<file path="config.mk">
export PLATFORM = sky130hd
export DESIGN_NAME = ws2812_chain_driver
export DESIGN_NICKNAME = d
export VERILOG_FILES = /design/src/rtl/ws2812_chain_driver.sv
export SDC_FILE = /design/constraint.sdc
export NUM_CORES = 1
export LEC_CHECK = 0
export BUFFER_PORTS_ARGS = -buffer_cell sky130_fd_sc_hd__clkbuf_2
export CAP_MARGIN = 20
export CORE_ASPECT_RATIO = 1.4
export CORE_MARGIN = 2
export CORE_UTILIZATION = 50
export DETAILED_ROUTE_END_ITERATION = 10
export PLACE_DENSITY = 0.69
export RECOVER_POWER = 50
export REMOVE_ABC_BUFFERS = 1
export SKIP_LAST_GASP = 1
export SLEW_MARGIN = 20
export SYNTH_ARGS = -nofsm -noshare
export SYNTH_HDL_FRONTEND = slang
export SYNTH_SLANG_ARGS = --single-unit
export TNS_END_PERCENT = 5
</file>
<file path="constraint.sdc">
create_clock -name clk -period 6.7 [get_ports clk]
set_clock_uncertainty 0.15 [all_clocks]
set_input_delay 1.34 -clock clk [delete_from_list [all_inputs] [get_ports clk]]
set_output_delay 1.34 -clock clk [all_outputs]
set_load 0.005 [all_outputs]
</file>
<file path="src/rtl/ws2812_chain_driver.sv">
// WS2812B chain driver: streams NUM_LEDS pixels from a valid/ready source onto the LED data line.
// Optional WS2812_AUTOFRAME_EN: after each latch period the driver re-enters FETCH without start.
module ws2812_chain_driver #(
  parameter int NUM_LEDS     = 64,
  parameter int BITS_PER_LED = 24,
  parameter int T0H_CYC      = 16,
  parameter int T0L_CYC      = 34,
  parameter int T1H_CYC      = 32,
  parameter int T1L_CYC      = 18,
  parameter int RESET_CYC    = 2000,
  localparam int IDX_W = (NUM_LEDS > 1) ? $clog2(NUM_LEDS) : 1
) (
  input  logic                    clk,
  input  logic                    reset,
  input  logic                    start,
  input  logic [BITS_PER_LED-1:0] pix_data,
  input  logic                    pix_valid,
  output logic                    pix_ready,
  output logic [IDX_W-1:0]        pix_idx,
  output logic                    datastream,
  output logic                    busy,
  output logic                    frame_done,
  output logic                    underrun
);

  function automatic int max2(input int a, input int b);
    return (a > b) ? a : b;
  endfunction

  localparam int MAX_T = max2(max2(max2(T0H_CYC, T0L_CYC), max2(T1H_CYC, T1L_CYC)), RESET_CYC);
  localparam int PH_W  = $clog2(MAX_T + 1);
  localparam int BIT_W = (BITS_PER_LED > 1) ? $clog2(BITS_PER_LED) : 1;

  localparam logic [PH_W-1:0]  T0H_LAST   = PH_W'(T0H_CYC - 1);
  localparam logic [PH_W-1:0]  T0L_LAST   = PH_W'(T0L_CYC - 1);
  localparam logic [PH_W-1:0]  T1H_LAST   = PH_W'(T1H_CYC - 1);
  localparam logic [PH_W-1:0]  T1L_LAST   = PH_W'(T1L_CYC - 1);
  localparam logic [PH_W-1:0]  RESET_LAST = PH_W'(RESET_CYC - 1);
  localparam logic [BIT_W-1:0] BIT_TOP    = BIT_W'(BITS_PER_LED - 1);
  localparam logic [IDX_W-1:0] LED_LAST   = IDX_W'(NUM_LEDS - 1);

  localparam logic [2:0] S_IDLE  = 3'd0;
  localparam logic [2:0] S_FETCH = 3'd1;
  localparam logic [2:0] S_HIGH  = 3'd2;
  localparam logic [2:0] S_LOW   = 3'd3;
  localparam logic [2:0] S_LATCH = 3'd4;

  logic [2:0]              state_q, state_d;
  logic [PH_W-1:0]         phase_q, phase_d;
  logic [BIT_W-1:0]        bitcnt_q, bitcnt_d;
  logic [IDX_W-1:0]        ledcnt_q, ledcnt_d;
  logic [IDX_W-1:0]        pix_idx_q, pix_idx_d;
  logic [BITS_PER_LED-1:0] shift_q, shift_d;
  logic [BITS_PER_LED-1:0] hold_q, hold_d;
  logic                    hold_full_q, hold_full_d;
  logic                    datastream_q, datastream_d;
  logic                    busy_q, busy_d;
  logic                    frame_done_q, frame_done_d;
  logic                    underrun_q, underrun_d;

  logic                    accept;
  logic                    bypass;
  logic [PH_W-1:0]         high_last;
  logic [PH_W-1:0]         low_last;

  // Prefetch is offered only while a later pixel of this frame still has to be fetched.
  assign pix_ready = (state_q == S_FETCH) ||
                     (((state_q == S_HIGH) || (state_q == S_LOW)) &&
                      !hold_full_q && (ledcnt_q != LED_LAST));
  assign accept    = pix_valid && pix_ready;
  assign high_last = shift_q[BITS_PER_LED-1] ? T1H_LAST : T0H_LAST;
  assign low_last  = shift_q[BITS_PER_LED-1] ? T1L_LAST : T0L_LAST;

  always_comb begin
    state_d      = state_q;
    phase_d      = phase_q;
    bitcnt_d     = bitcnt_q;
    ledcnt_d     = ledcnt_q;
    pix_idx_d    = pix_idx_q;
    shift_d      = shift_q;
    hold_d       = hold_q;
    hold_full_d  = hold_full_q;
    frame_done_d = 1'b0;
    underrun_d   = 1'b0;
    bypass       = 1'b0;

    case (state_q)
      S_IDLE: begin
        if (start) begin
          state_d     = S_FETCH;
          pix_idx_d   = '0;
          hold_full_d = 1'b0;
        end
      end
      S_FETCH: begin
        if (accept) begin
          shift_d  = pix_data;
          bitcnt_d = BIT_TOP;
          ledcnt_d = '0;
          phase_d  = '0;
          state_d  = S_HIGH;
        end
      end
      S_HIGH: begin
        if (phase_q == high_last) begin
          phase_d = '0;
          state_d = S_LOW;
        end else begin
          phase_d = phase_q + 1'b1;
        end
      end
      S_LOW: begin
        if (phase_q == low_last) begin
          phase_d = '0;
          if (bitcnt_q != '0) begin
            shift_d  = shift_q << 1;
            bitcnt_d = bitcnt_q - 1'b1;
            state_d  = S_HIGH;
          end else if (ledcnt_q == LED_LAST) begin
            state_d = S_LATCH;
          end else if (hold_full_q) begin
            shift_d     = hold_q;
            hold_full_d = 1'b0;
            bitcnt_d    = BIT_TOP;
            ledcnt_d    = ledcnt_q + 1'b1;
            state_d     = S_HIGH;
          end else if (accept) begin
            // A pixel arriving on the very last low cycle goes straight to the shifter.
            bypass   = 1'b1;
            shift_d  = pix_data;
            bitcnt_d = BIT_TOP;
            ledcnt_d = ledcnt_q + 1'b1;
            state_d  = S_HIGH;
          end else begin
            underrun_d = 1'b1;
            state_d    = S_LATCH;
          end
        end else begin
          phase_d = phase_q + 1'b1;
        end
      end
      S_LATCH: begin
        if (phase_q == RESET_LAST) begin
          phase_d      = '0;
          frame_done_d = 1'b1;
`ifdef WS2812_AUTOFRAME_EN
          state_d      = S_FETCH;
          pix_idx_d    = '0;
          hold_full_d  = 1'b0;
`else
          state_d      = S_IDLE;
`endif
        end else begin
          phase_d = phase_q + 1'b1;
        end
      end
      default: begin
        state_d = S_IDLE;
        phase_d = '0;
      end
    endcase

    // Capture lands after any transfer above, so a same-cycle accept is never lost.
    if (accept && (state_q != S_FETCH) && !bypass) begin
      hold_d      = pix_data;
      hold_full_d = 1'b1;
    end
    if (accept) begin
      pix_idx_d = pix_idx_q + 1'b1;
    end

    datastream_d = (state_d == S_HIGH);
    busy_d       = (state_d != S_IDLE);
  end

  always_ff @(posedge clk) begin
    if (!reset) begin
      state_q      <= S_IDLE;
      phase_q      <= '0;
      bitcnt_q     <= '0;
      ledcnt_q     <= '0;
      pix_idx_q    <= '0;
      shift_q      <= '0;
      hold_q       <= '0;
      hold_full_q  <= 1'b0;
      datastream_q <= 1'b0;
      busy_q       <= 1'b0;
      frame_done_q <= 1'b0;
      underrun_q   <= 1'b0;
    end else begin
      state_q      <= state_d;
      phase_q      <= phase_d;
      bitcnt_q     <= bitcnt_d;
      ledcnt_q     <= ledcnt_d;
      pix_idx_q    <= pix_idx_d;
      shift_q      <= shift_d;
      hold_q       <= hold_d;
      hold_full_q  <= hold_full_d;
      datastream_q <= datastream_d;
      busy_q       <= busy_d;
      frame_done_q <= frame_done_d;
      underrun_q   <= underrun_d;
    end
  end

  assign pix_idx    = pix_idx_q;
  assign datastream = datastream_q;
  assign busy       = busy_q;
  assign frame_done = frame_done_q;
  assign underrun   = underrun_q;

endmodule

</file>
=== Word-level counts from Yosys, hierarchy flattened ===
Cells that the tools add are included.

* Bits in registers: 84
* Input port bits: 28
* Output and inout bits: 11
* Logic and storage cells: 117

* Add/subtract/negate cells: 4
* Equal/unequal tests: 21
* Muxes and demuxes: 53
* Bitwise logic cells: 4
* Reductions and logical operators: 23

{| class="wikitable"
|+ Operators by type and width
! cell !! count
|-
| 2-to-1 mux 24 bit || 5
|-
| 2-to-1 mux 6 bit || 10
|-
| case mux 11 bit (5 select lines) || 1
|-
| case mux 24 bit (2 select lines) || 1
|-
| 2-to-1 mux 11 bit || 4
|-
| 2-to-1 mux 5 bit || 6
|-
| 2-to-1 mux 3 bit || 9
|-
| case mux 3 bit (5 select lines) || 1
|-
| 2-to-1 mux 1 bit || 13
|-
| adder 6 x 1 -> 6 bit (second input constant) || 2
|-
| case mux 6 bit (2 select lines) || 1
|-
| adder 11 x 1 -> 11 bit (second input constant) || 1
|-
| == test 11 bit (second input constant) || 1
|-
| == test 11 x 5 -> 1 bit || 1
|-
| == test 11 x 6 -> 1 bit || 1
|-
| case mux 5 bit (2 select lines) || 1
|-
| == test 3 x 2 -> 1 bit (second input constant) || 3
|-
| != test 3 bit (second input constant) || 3
|-
| == test 6 bit (second input constant) || 1
|-
| != test 2 bit (second input constant) || 3
|-
| != test 3 x 1 -> 1 bit (second input constant) || 2
|-
| != test 3 x 2 -> 1 bit (second input constant) || 2
|-
| != test 6 bit (second input constant) || 1
|-
| AND reduction 2 bit || 3
|-
| other kinds (17) || 29
|}

=== Longest topological paths before layout ===
Gate-level depths: netlist of the first run.

* Depth in word-level cells: 16
* Gate-level depth with buffers: 9

=== Worst setup path before layout of the first run ===
Ideal clock, no wire load.

* Path type: input to register
* From: in pix_valid
* To: reg shift_q[23]
* Data arrival time: 2,751 ps
* Data required time: 6,430 ps
* Path slack: 3,679 ps
* Stages on the path: 7
* Path buffers: 2
* Cells stage by stage: buf_2 and4bb_2 a21boi_1 nor3_2 buf_2 o31a_2 a211o_1

* Cells in the longest elaborated chain, start to end: 7

{| class="wikitable"
|+ Ends and longest elaborated chain
! element !! RTL line !! RTL
|-
| from (decl) || 17 || <nowiki>input logic pix_valid,</nowiki>
|-
| logical AND 1 bit * || 70 || <nowiki>assign accept = pix_valid && pix_ready;</nowiki>
|-
| 2-to-1 mux 24 bit * || -- ||
|-
| 2-to-1 mux 24 bit (4 in a row) || -- ||
|-
| case mux 24 bit (2 select lines) * || -- ||
|-
| to (signal assigned) || 196 || <nowiki>shift_q <= shift_d;</nowiki>
|-
| to (decl) || 53 || <nowiki>logic [BITS_PER_LED-1:0] shift_q, shift_d;</nowiki>
|}

Mark *: on every way between the ends. The rest lies on a longest branch, timed or not. The select of a mux whose other input is x is not followed.
A chain may end at the register's enable or synchronous reset.

==> results_dict.tcl, run 1 <==
set metrics [dict create \
    async_flop_share_pct 0 \
    core_area_mm2 0.00866 \
    holdWs_ns 0.312 \
    synthFlopType "dfxtp_1" \
    setup.worst_path.class "in -> reg" \
    globalRouteTotalUtil_pct 26.5 \
    r2r-end "shift_q[23]$_SDFFE_PN0P_" \
    wire_per_inst_um 18.6 \
    antenna-diode-count 0 \
    p_sw_uw 314 \
    required_ns 6.84 \
    grt_pass1_vias 4313 \
    cts_sinks 84 \
    synth_area_leaders "dfxtp_1, a21oi_1, nand3_1, o211ai_1, and3_1" \
    fmax_mhz 222 \
    finalNonFillerCells 680 \
    synth_edf_count 0 \
    insertion_delay_ns 0.34 \
    post-place-cells 664 \
    rsz0062_at_grt "no" \
    die_h_um 116 \
    ant_nets 0 \
    ys.warnings.count 0 \
    layout-drive-gt1-share_pct 10.8 \
    place_hpwl_um 8010 \
    endpoint "shift_q[23]$_SDFFE_PN0P_" \
    seqPwrFrac_pct 44.6 \
    postSynthAreaPerCell_um2 8.00 \
    numCtsBuffers 9 \
    grt_pass1_wl_um 21100 \
    areaGrowthSynthToFinish_pct 10.7 \
    root_buffer "clkbuf_16" \
    outcome "finished, violations left" \
    p_total_uw 1180 \
    postLayoutCoreUtil_pct 57.4 \
    synth_seq_cells 84 \
    clock_path_buffers 2 \
    post_synth_num_cell_types 63 \
    post-synth-top-count-cell "dfxtp_1" \
    die_area_mm2 0.00977 \
    wl_um 12600 \
    startpoint_type "input port" \
    overflow 0 \
    ctsResizeCount 0 \
    vias 4457 \
    worst_slew_pin_slew_ns 1.59 \
    initial_core_util_pct 51.9 \
    p_comb_share_pct 12.0 \
    p_sw_share_pct 26.7 \
    ys_seq_area_share_pct 37.4 \
    rr_startpoint "state_q[1]$_SDFF_PN0_" \
    hold_path_class "reg -> reg" \
    finalCriticalPeriod_ns 4.50 \
    viasPerCell 6.55 \
    port-buffer-count 38 \
    yosysTopAreaCellShare_pct 37.4 \
    cts_tree "built" \
    pin_count 39 \
    intPower_uw 862 \
    r2r_slack_ns 3.19 \
    grt_max_degree 34 \
    place_congestion 0.905 \
    layout.nets 603 \
    slew_viol_final 63 \
    hold_viol 0 \
    p_leak_uw 0.00167 \
    drc 0 \
    num_rows 40 \
    reg2reg_depth 7 \
    crit_path_end_kind "register" \
    dr.pass1.iters 5 \
    violations "max-capacitance violations, max-slew violations" \
    setup_tns_ns 0 \
    cts.clk_slew.worst_paths_ns 0.06 \
    setup_viol_count_final 0 \
    cts_setup_buffers 0 \
    synth_area_mm2 0.00449 \
    period_share_pct 67.1 \
    drt-initial-drc-count 384 \
    cts_hold_buf 0 \
    max_slew_margin_pct -5.94 \
    synthCells 561 \
    p_clk_share_pct 43.4 \
    worstPathArrival_ns 4.64 \
    antenna_found_initial 0 \
    die_width_um 84.1 \
    ys_top_cells_by_count "dfxtp_1, a21oi_1, nand3_1, clkbuf_1, nand2_1" \
    cap_viol_max_count 2 \
    min_path_cells 1 \
    power_density_mw_per_mm2 237 \
    crit_start "reset" \
    vdd_drop_max_uv 172 \
    h-tree-depth 3 \
    path_max_fanout 33 \
    synth_top_area_cell "dfxtp_1" \
]
cell type report:
cell class                 count  area, µm²
multi-input combinational    417       2570
tap                          105        131
clock inverter                 3       45.0
timing repair buffer          48        241
fill                         828       3690
sequential                    84       1680
inverter                      10       37.5
clock buffer                  13        260
power groups by stage:
| stage | Combinational [µW] | Sequential [µW] | Clock (µW) |
|---|---|---|---|
| floorplan | 82.2 | 532 | 0 |
| global placement | 139 | 535 | 0 |
| detailed placement | 141 | 535 | 0 |
| CTS | 142 | 524 | 518 |
| global route | 152 | 526 | 538 |
| finish | 141 | 525 | 511 |
worst min-delay path by stage:
stage / startpoint / end / slack, ns
after floorplan: shift_q[22]$_SDFFE_PN0P_ / shift_q[22]$_SDFFE_PN0P_ / 0.28
final: shift_q[22]$_SDFFE_PN0P_ / shift_q[22]$_SDFFE_PN0P_ / 0.31
after global placement: shift_q[22]$_SDFFE_PN0P_ / shift_q[22]$_SDFFE_PN0P_ / 0.30
after detailed placement: shift_q[22]$_SDFFE_PN0P_ / shift_q[22]$_SDFFE_PN0P_ / 0.30
after CTS: shift_q[22]$_SDFFE_PN0P_ / shift_q[22]$_SDFFE_PN0P_ / 0.32
after global routing: shift_q[22]$_SDFFE_PN0P_ / shift_q[22]$_SDFFE_PN0P_ / 0.34
critical path: stages:
cell       delay, ns
clkbuf_1        1.13
clkinv_1        0.78
clkbuf_1        0.65
a2111oi_0       0.57
a211o_1         0.15
metrics by stage:
stage | area, µm² | setup WS [ns]
6_report | 4970 | 2.20
3_3_place_gp | 4710 | 3.17
3_5_place_dp | 4710 | 3.14
5_1_grt | 4970 | 2.03
2_1_floorplan | 4290 | 2.71
4_1_cts | 5020 | 3.44
layout by cell type (no fill, tap or decap), types with 5 or more instances in the layout:
| master | n |
|---|---|
| dfxtp_1 | 84 |
| a21oi_1 | 67 |
| nand3_1 | 42 |
| nand2_1 | 38 |
| o21ai_0 | 31 |
| nor2_1 | 28 |
| clkbuf_2 | 28 |
| o211ai_1 | 25 |
| and3_1 | 24 |
| nand4_1 | 23 |
| clkbuf_1 | 15 |
| o311ai_1 | 13 |
| a31oi_1 | 11 |
| inv_1 | 9 |
| nor3_1 | 9 |
| clkbuf_16 | 9 |
| o31ai_1 | 7 |
| buf_4 | 7 |
| nor2b_1 | 6 |
| or4_1 | 6 |
| xor2_1 | 6 |
| xnor2_1 | 5 |
| o2bb2ai_1 | 5 |
| ha_1 | 5 |
cell families after synthesis:
kind of cell | Yosys count | share of synthesized area [%]
and+or+nand+nor | 205 | 24.8
buffers and inverters | 60 | 5.41
muxes | 2 | 0.446
adders and majority gates | 5 | 1.39
DFF | 84 | 37.4
AOI/OAI and AO/OA | 194 | 28.4
xor gates and xnor gates | 11 | 2.15
routing by layer:
metal | share of wire [%] | track usage [%] | wire, µm
met5 | 0 | 0 | 0
met1 | 41 | 31.7 | 5190
met2 | 50 | 46.3 | 6300
met4 | 3.1 | 13.3 | 391
met3 | 6.1 | 4.31 | 767
state kept, by name, indices dropped and copies added, names as in the netlist:
signal / count
hold_q: 24
shift_q: 24
phase_q: 11
ledcnt_q: 6
pix_idx: 6
bitcnt_q: 5
state_q: 3
busy: 1
datastream: 1
frame_done: 1
hold_full_q: 1
underrun: 1
No activity file was read; power rests on OpenSTA's default activity.
==> run 2: changes to the inputs <==
PLACE_DENSITY = 0.71   (was 0.69)
clock period = 3.8 ns   (was 6.7 ns; I/O delays follow)
==> run 2 against run 1 <==
The flow now finishes without violations. Via count up 1.8%. Clock power increased by 91%. Power increased by 83%. Clock-buffer cell count unchanged. Critical path depth stayed put. Sequential share of layout area shrank 0.44 points. Critical path type is now reg -> reg. Critical endpoint is now shift_q[22]$_SDFFE_PN0P_. Largest cell class unchanged.
==> results_dict.tcl, run 2 (synthesis gave the netlist of run 1 again) <==
set metrics [dict create \
    outcome "finished clean" \
    setup_viol_count_final 0 \
    antenna-diode-count 0 \
    clock_path_buffers 2 \
    grt_pass1_vias 4458 \
    setup_tns_ns 0 \
    finalNonFillerCells 683 \
    vdd_drop_max_uv 266 \
    root_buffer "clkbuf_16" \
    critical-path-max-stage-delay_ns 1.14 \
    r2r_slack_ns 0.59 \
    areaGrowthSynthToFinish_pct 12.1 \
    path_cells "inv_1 -> a21oi_1 -> clkbuf_1 -> o31a_2 -> o2bb2ai_1" \
    place_ws_ns 0.844 \
    ctsResizeCount 0 \
    layout_commonest_cell "dfxtp_1" \
    insertion_delay_ns 0.34 \
    hold_path_class "reg -> reg" \
    layout-drive-gt1-share_pct 11.9 \
    crit_path_end_kind "register" \
    cts.clk_slew.worst_paths_ns 0.06 \
    cts_tree "built" \
    dr.pass1.iters 5 \
    fmax_mhz 311 \
    slew_viol_final 0 \
    port-buffer-count 38 \
    layout_common_cells "dfxtp_1, a21oi_1, nand3_1" \
    path_max_fanout 19 \
    multi_input_area_mm2 0.00258 \
    seq_area_mm2 0.00168 \
    startpoint_type "register" \
    critical-path-slowest-cell "a21oi_1" \
    ant_nets 0 \
    core_area_mm2 0.00866 \
    h-tree-depth 3 \
    power_density_mw_per_mm2 428 \
    rsz0062_at_grt "no" \
    drc 0 \
    p_leak_uw 0.00172 \
    fillers 806 \
    grt_max_degree 32 \
    worstPathArrival_ns 3.33 \
    worst_slew_pin_slew_ns 1.44 \
    globalRouteTotalUtil_pct 26.6 \
    setup_slack_ns 0.587 \
    die_area_mm2 0.00977 \
    post-place-cells 667 \
    cts_setup_buffers 0 \
    layout.nets 606 \
    drt-initial-drc-count 436 \
    required_ns 3.92 \
    antenna_found_initial 0 \
    place_hpwl_um 8320 \
    initial_core_util_pct 51.9 \
    numCtsBuffers 9 \
    viasPerCell 6.64 \
    wl_um 12600 \
    setup.worst_path.class "reg -> reg" \
    grt_pass1_wl_um 21200 \
    pin_count 39 \
    period_share_pct 84.5 \
    cts_hold_buf 0 \
    vias 4538 \
    wire_per_inst_um 18.5 \
    finalCriticalPeriod_ns 3.21 \
    max_slew_margin_pct 4.19 \
    overflow 0 \
    top_regs "hold_q x24, shift_q x24, phase_q x11" \
    num_rows 40 \
    place_congestion 0.925 \
    cap_viol_max_count 0 \
    die_width_um 84.1 \
    hold_viol 0 \
    cts_sinks 84 \
    die_h_um 116 \
]
## run 2: changes by cell type in the layout (fill, tap and decap cells not counted), moves of 2 or more
| cell | before | now |
|---|---|---|
| buf_4 | 7 | 10 |
| clkbuf_1 | 15 | 12 |
| o311ai_0 | 4 | 7 |
| o311ai_1 | 13 | 10 |
| clkbuf_2 | 28 | 30 |
## run 2: critical path, delay by kind of cell (launching register included)
| kind | cells | cell delay [ns] |
|---|---|---|
| compound gates | 3 | 1.60 |
| buf+inv | 2 | 0.76 |
| flops | 1 | 0.63 |
## run 2: routing by layer
metal  vias up  routed length, µm  GRT usage, %
met4         0                376          16.6
li1       2154                  -             -
met5         -                  0             0
met3        30                713          3.25
met1      2183               5130          31.6
met2       171               6420          45.7
## run 2: stage by stage
stage                     power (µW)  area (µm²)  hold WS (ns)  utilization (%)
after detailed placement        1190        4730         0.311             54.6
final                           2150        5030         0.326             58.2
after CTS                       2160        5070         0.325             58.5
after floorplan                 1080        4290         0.282                -
after global placement          1190        4730         0.306             54.6
after global routing            2220        5030         0.349             58.2
## run 2: where the power goes
group | total [µW] | switching, µW | internal [µW]
combinational | 252 | 177 | 74.8
clock | 978 | 349 | 630
sequential | 923 | 21.1 | 902
total | 2150 | 546 | 1610
## run 2: worst paths after layout
kind                            depth (start not counted)                       end                   start
worst max-delay path                                    5  shift_q[22]$_SDFFE_PN0P_   state_q[1]$_SDFF_PN0_
worst min-delay path                                    2    hold_q[5]$_SDFFE_PN0N_  hold_q[5]$_SDFFE_PN0N_
worst max register to register                          5  shift_q[22]$_SDFFE_PN0P_   state_q[1]$_SDFF_PN0_
worst min register to register                          2    hold_q[5]$_SDFFE_PN0N_  hold_q[5]$_SDFFE_PN0N_
## run 2: final cells by class
| class | count | area share [%] |
|---|---|---|
| Clock inverter | 3 | 1.34 |
| Clock buffer | 13 | 5.37 |
| Multi-Input combinational cell | 417 | 51.2 |
| Sequential cell | 84 | 33.4 |
| Timing Repair Buffer | 51 | 5.29 |
| Inverter | 10 | 0.746 |
| Tap cell | 105 | 2.61 |
==> run 3: changes to the inputs <==
PLACE_DENSITY = 0.69   (was 0.71)
clock period = 3.33 ns   (was 3.8 ns; I/O delays follow)
==> run 3 against run 2 <==
Hold slack lost 0.0087 ns. Critical path depth grew 3. Sequential share of layout area shrank 0.21 points. Fmax grew 9.7%. Register-to-register slack lost 0.19 ns. Core utilization grew 0.38 points. First-iteration DRC count shrank 30%. Largest cell class unchanged. Global-route usage grew 0.53 points.
==> results_dict.tcl, run 3 (synthesis gave the netlist of run 1 again) <==
set metrics [dict create \
    crit_path_end_kind "register" \
    rr_startpoint "bitcnt_q[0]$_SDFFE_PN0P_" \
    die_h_um 116 \
    setup_slack_ns 0.402 \
    pin_count 39 \
    slew_viol_final 0 \
    areaGrowthSynthToFinish_pct 12.8 \
    hold_start "shift_q[8]$_SDFFE_PN0P_" \
    power_density_mw_per_mm2 482 \
    crit_start "bitcnt_q[0]$_SDFFE_PN0P_" \
    hold_viol 0 \
    layout_commonest_cell "dfxtp_1" \
    path_max_fanout 16 \
    layout_common_cells "dfxtp_1, a21oi_1, nand3_1" \
    cts.clk_slew.worst_paths_ns 0.06 \
    period_share_pct 87.9 \
    grt_max_degree 31 \
    setup_viol_count_final 0 \
    startpoint_type "register" \
    insertion_delay_ns 0.35 \
    initial_core_util_pct 51.9 \
    port-buffer-count 38 \
    vdd_drop_max_uv 276 \
    post-place-cells 674 \
    rsz0062_at_grt "no" \
    critical-path-max-stage-delay_ns 0.61 \
    cts_setup_buffers 0 \
    clock_path_buffers 2 \
    setup.worst_path.class "reg -> reg" \
    cts_sinks 84 \
    critical-path-slowest-cell "or3_1" \
    place_congestion 0.921 \
    drc 0 \
    viasPerCell 6.56 \
    layout-drive-gt1-share_pct 13.5 \
    antenna_found_initial 0 \
    wire_per_inst_um 18.8 \
    place_ws_ns 0.636 \
    p_leak_uw 0.00174 \
    h-tree-depth 3 \
    die_area_mm2 0.00977 \
    path_cells "inv_1 -> ha_1 -> nor4b_1 -> o211ai_1 -> or3_1 -> clkbuf_2 -> nand3_1 -> a21oi_1" \
    finalCriticalPeriod_ns 2.93 \
    ctsResizeCount 0 \
    postLayoutCoreUtil_pct 58.5 \
    numCtsBuffers 9 \
    grt_pass1_wl_um 21300 \
    root_buffer "clkbuf_16" \
    dr.pass1.iters 5 \
    worst_slew_pin_slew_ns 0.870 \
    top_regs "hold_q x24, shift_q x24, phase_q x11" \
    worstPathArrival_ns 3.01 \
    holdWs_ns 0.317 \
    die_width_um 84.1 \
    ant_nets 0 \
    r2r-end "hold_q[18]$_SDFFE_PN0N_" \
    vias 4523 \
    core_area_mm2 0.00866 \
    cts_tree "built" \
    max_slew_margin_pct 42.0 \
    layout.nets 613 \
    required_ns 3.41 \
    fillers 813 \
    globalRouteTotalUtil_pct 27.1 \
    drt-initial-drc-count 306 \
    place_hpwl_um 8610 \
    min_path_cells 1 \
    cts_hold_buf 0 \
    antenna-diode-count 0 \
    fmax_mhz 341 \
    wl_um 13000 \
    whs_endpoint "shift_q[8]$_SDFFE_PN0P_" \
    hold_path_class "reg -> reg" \
    setup_tns_ns 0 \
    overflow 0 \
    finalNonFillerCells 690 \
    num_rows 40 \
    reg2reg_depth 8 \
    cap_viol_max_count 0 \
    r2r_slack_ns 0.40 \
    grt_pass1_vias 4373 \
    outcome "finished clean" \
]
run 3: changes by cell type in the layout (fill, tap and decap cells not counted), sizes merged:
cell	change
buf	+8
clkbuf	-4
clkinv	+4
clkinvlp	-1
run 3: per-stage QoR:
stage | cell area, µm² | power, µW
floorplan | 4290 | 1240
global route | 5070 | 2520
global placement | 4790 | 1370
CTS | 5120 | 2450
detailed placement | 4790 | 1370
finish | 5070 | 2440
run 3: critical path: cells and delay by family (launching register included):
kind                     cells  cell delay [ns]
AND/OR/NAND/NOR              3             1.24
buffers and inverters        2             0.45
adder cells (fa/ha/maj)      1             0.26
flip-flops                   1             0.34
AO/OA/AOI/OAI                2             0.37
run 3: layer usage:
metal / routed length [µm] / up-vias / GRT usage [%]
met3: 740 / 26 / 4.38
met5: 0 / - / 0
met4: 257 / 0 / 12.7
li1: - / 2175 / -
met1: 5450 / 2133 / 32.5
met2: 6510 / 189 / 47.6
run 3: report_power, final:
part	leakage [µW]	switching, µW	internal, µW
logic	0.000903	207	89.5
clock network	0.000162	414	677
registers	0.000679	24.6	1030
total	0.00174	646	1800
run 3: how the worst max path moves through the flow:
| stage | to | slack [ns] |
|---|---|---|
| 3_3_place_gp | pix_idx[5]$_SDFFE_PN0P_ | 0.69 |
| 3_5_place_dp | pix_idx[5]$_SDFFE_PN0P_ | 0.64 |
| 4_1_cts | ledcnt_q[4]$_SDFFE_PN0P_ | 0.68 |
| 6_report | hold_q[18]$_SDFFE_PN0N_ | 0.40 |
| 2_1_floorplan | hold_q[0]$_SDFFE_PN0N_ | -0.18 |
| 5_1_grt | ledcnt_q[4]$_SDFFE_PN0P_ | 0.25 |
run 3: area by class of cell:
type | count | area (µm²) | area share (%)
multi-input cells | 417 | 2560 | 50.6
flip-flops and latches | 84 | 1680 | 33.2
repair buffers | 58 | 325 | 6.42
clock buffers | 10 | 239 | 4.72
well taps | 105 | 131 | 2.59
clock inverters | 6 | 87.6 | 1.73
inverters | 10 | 37.5 | 0.741
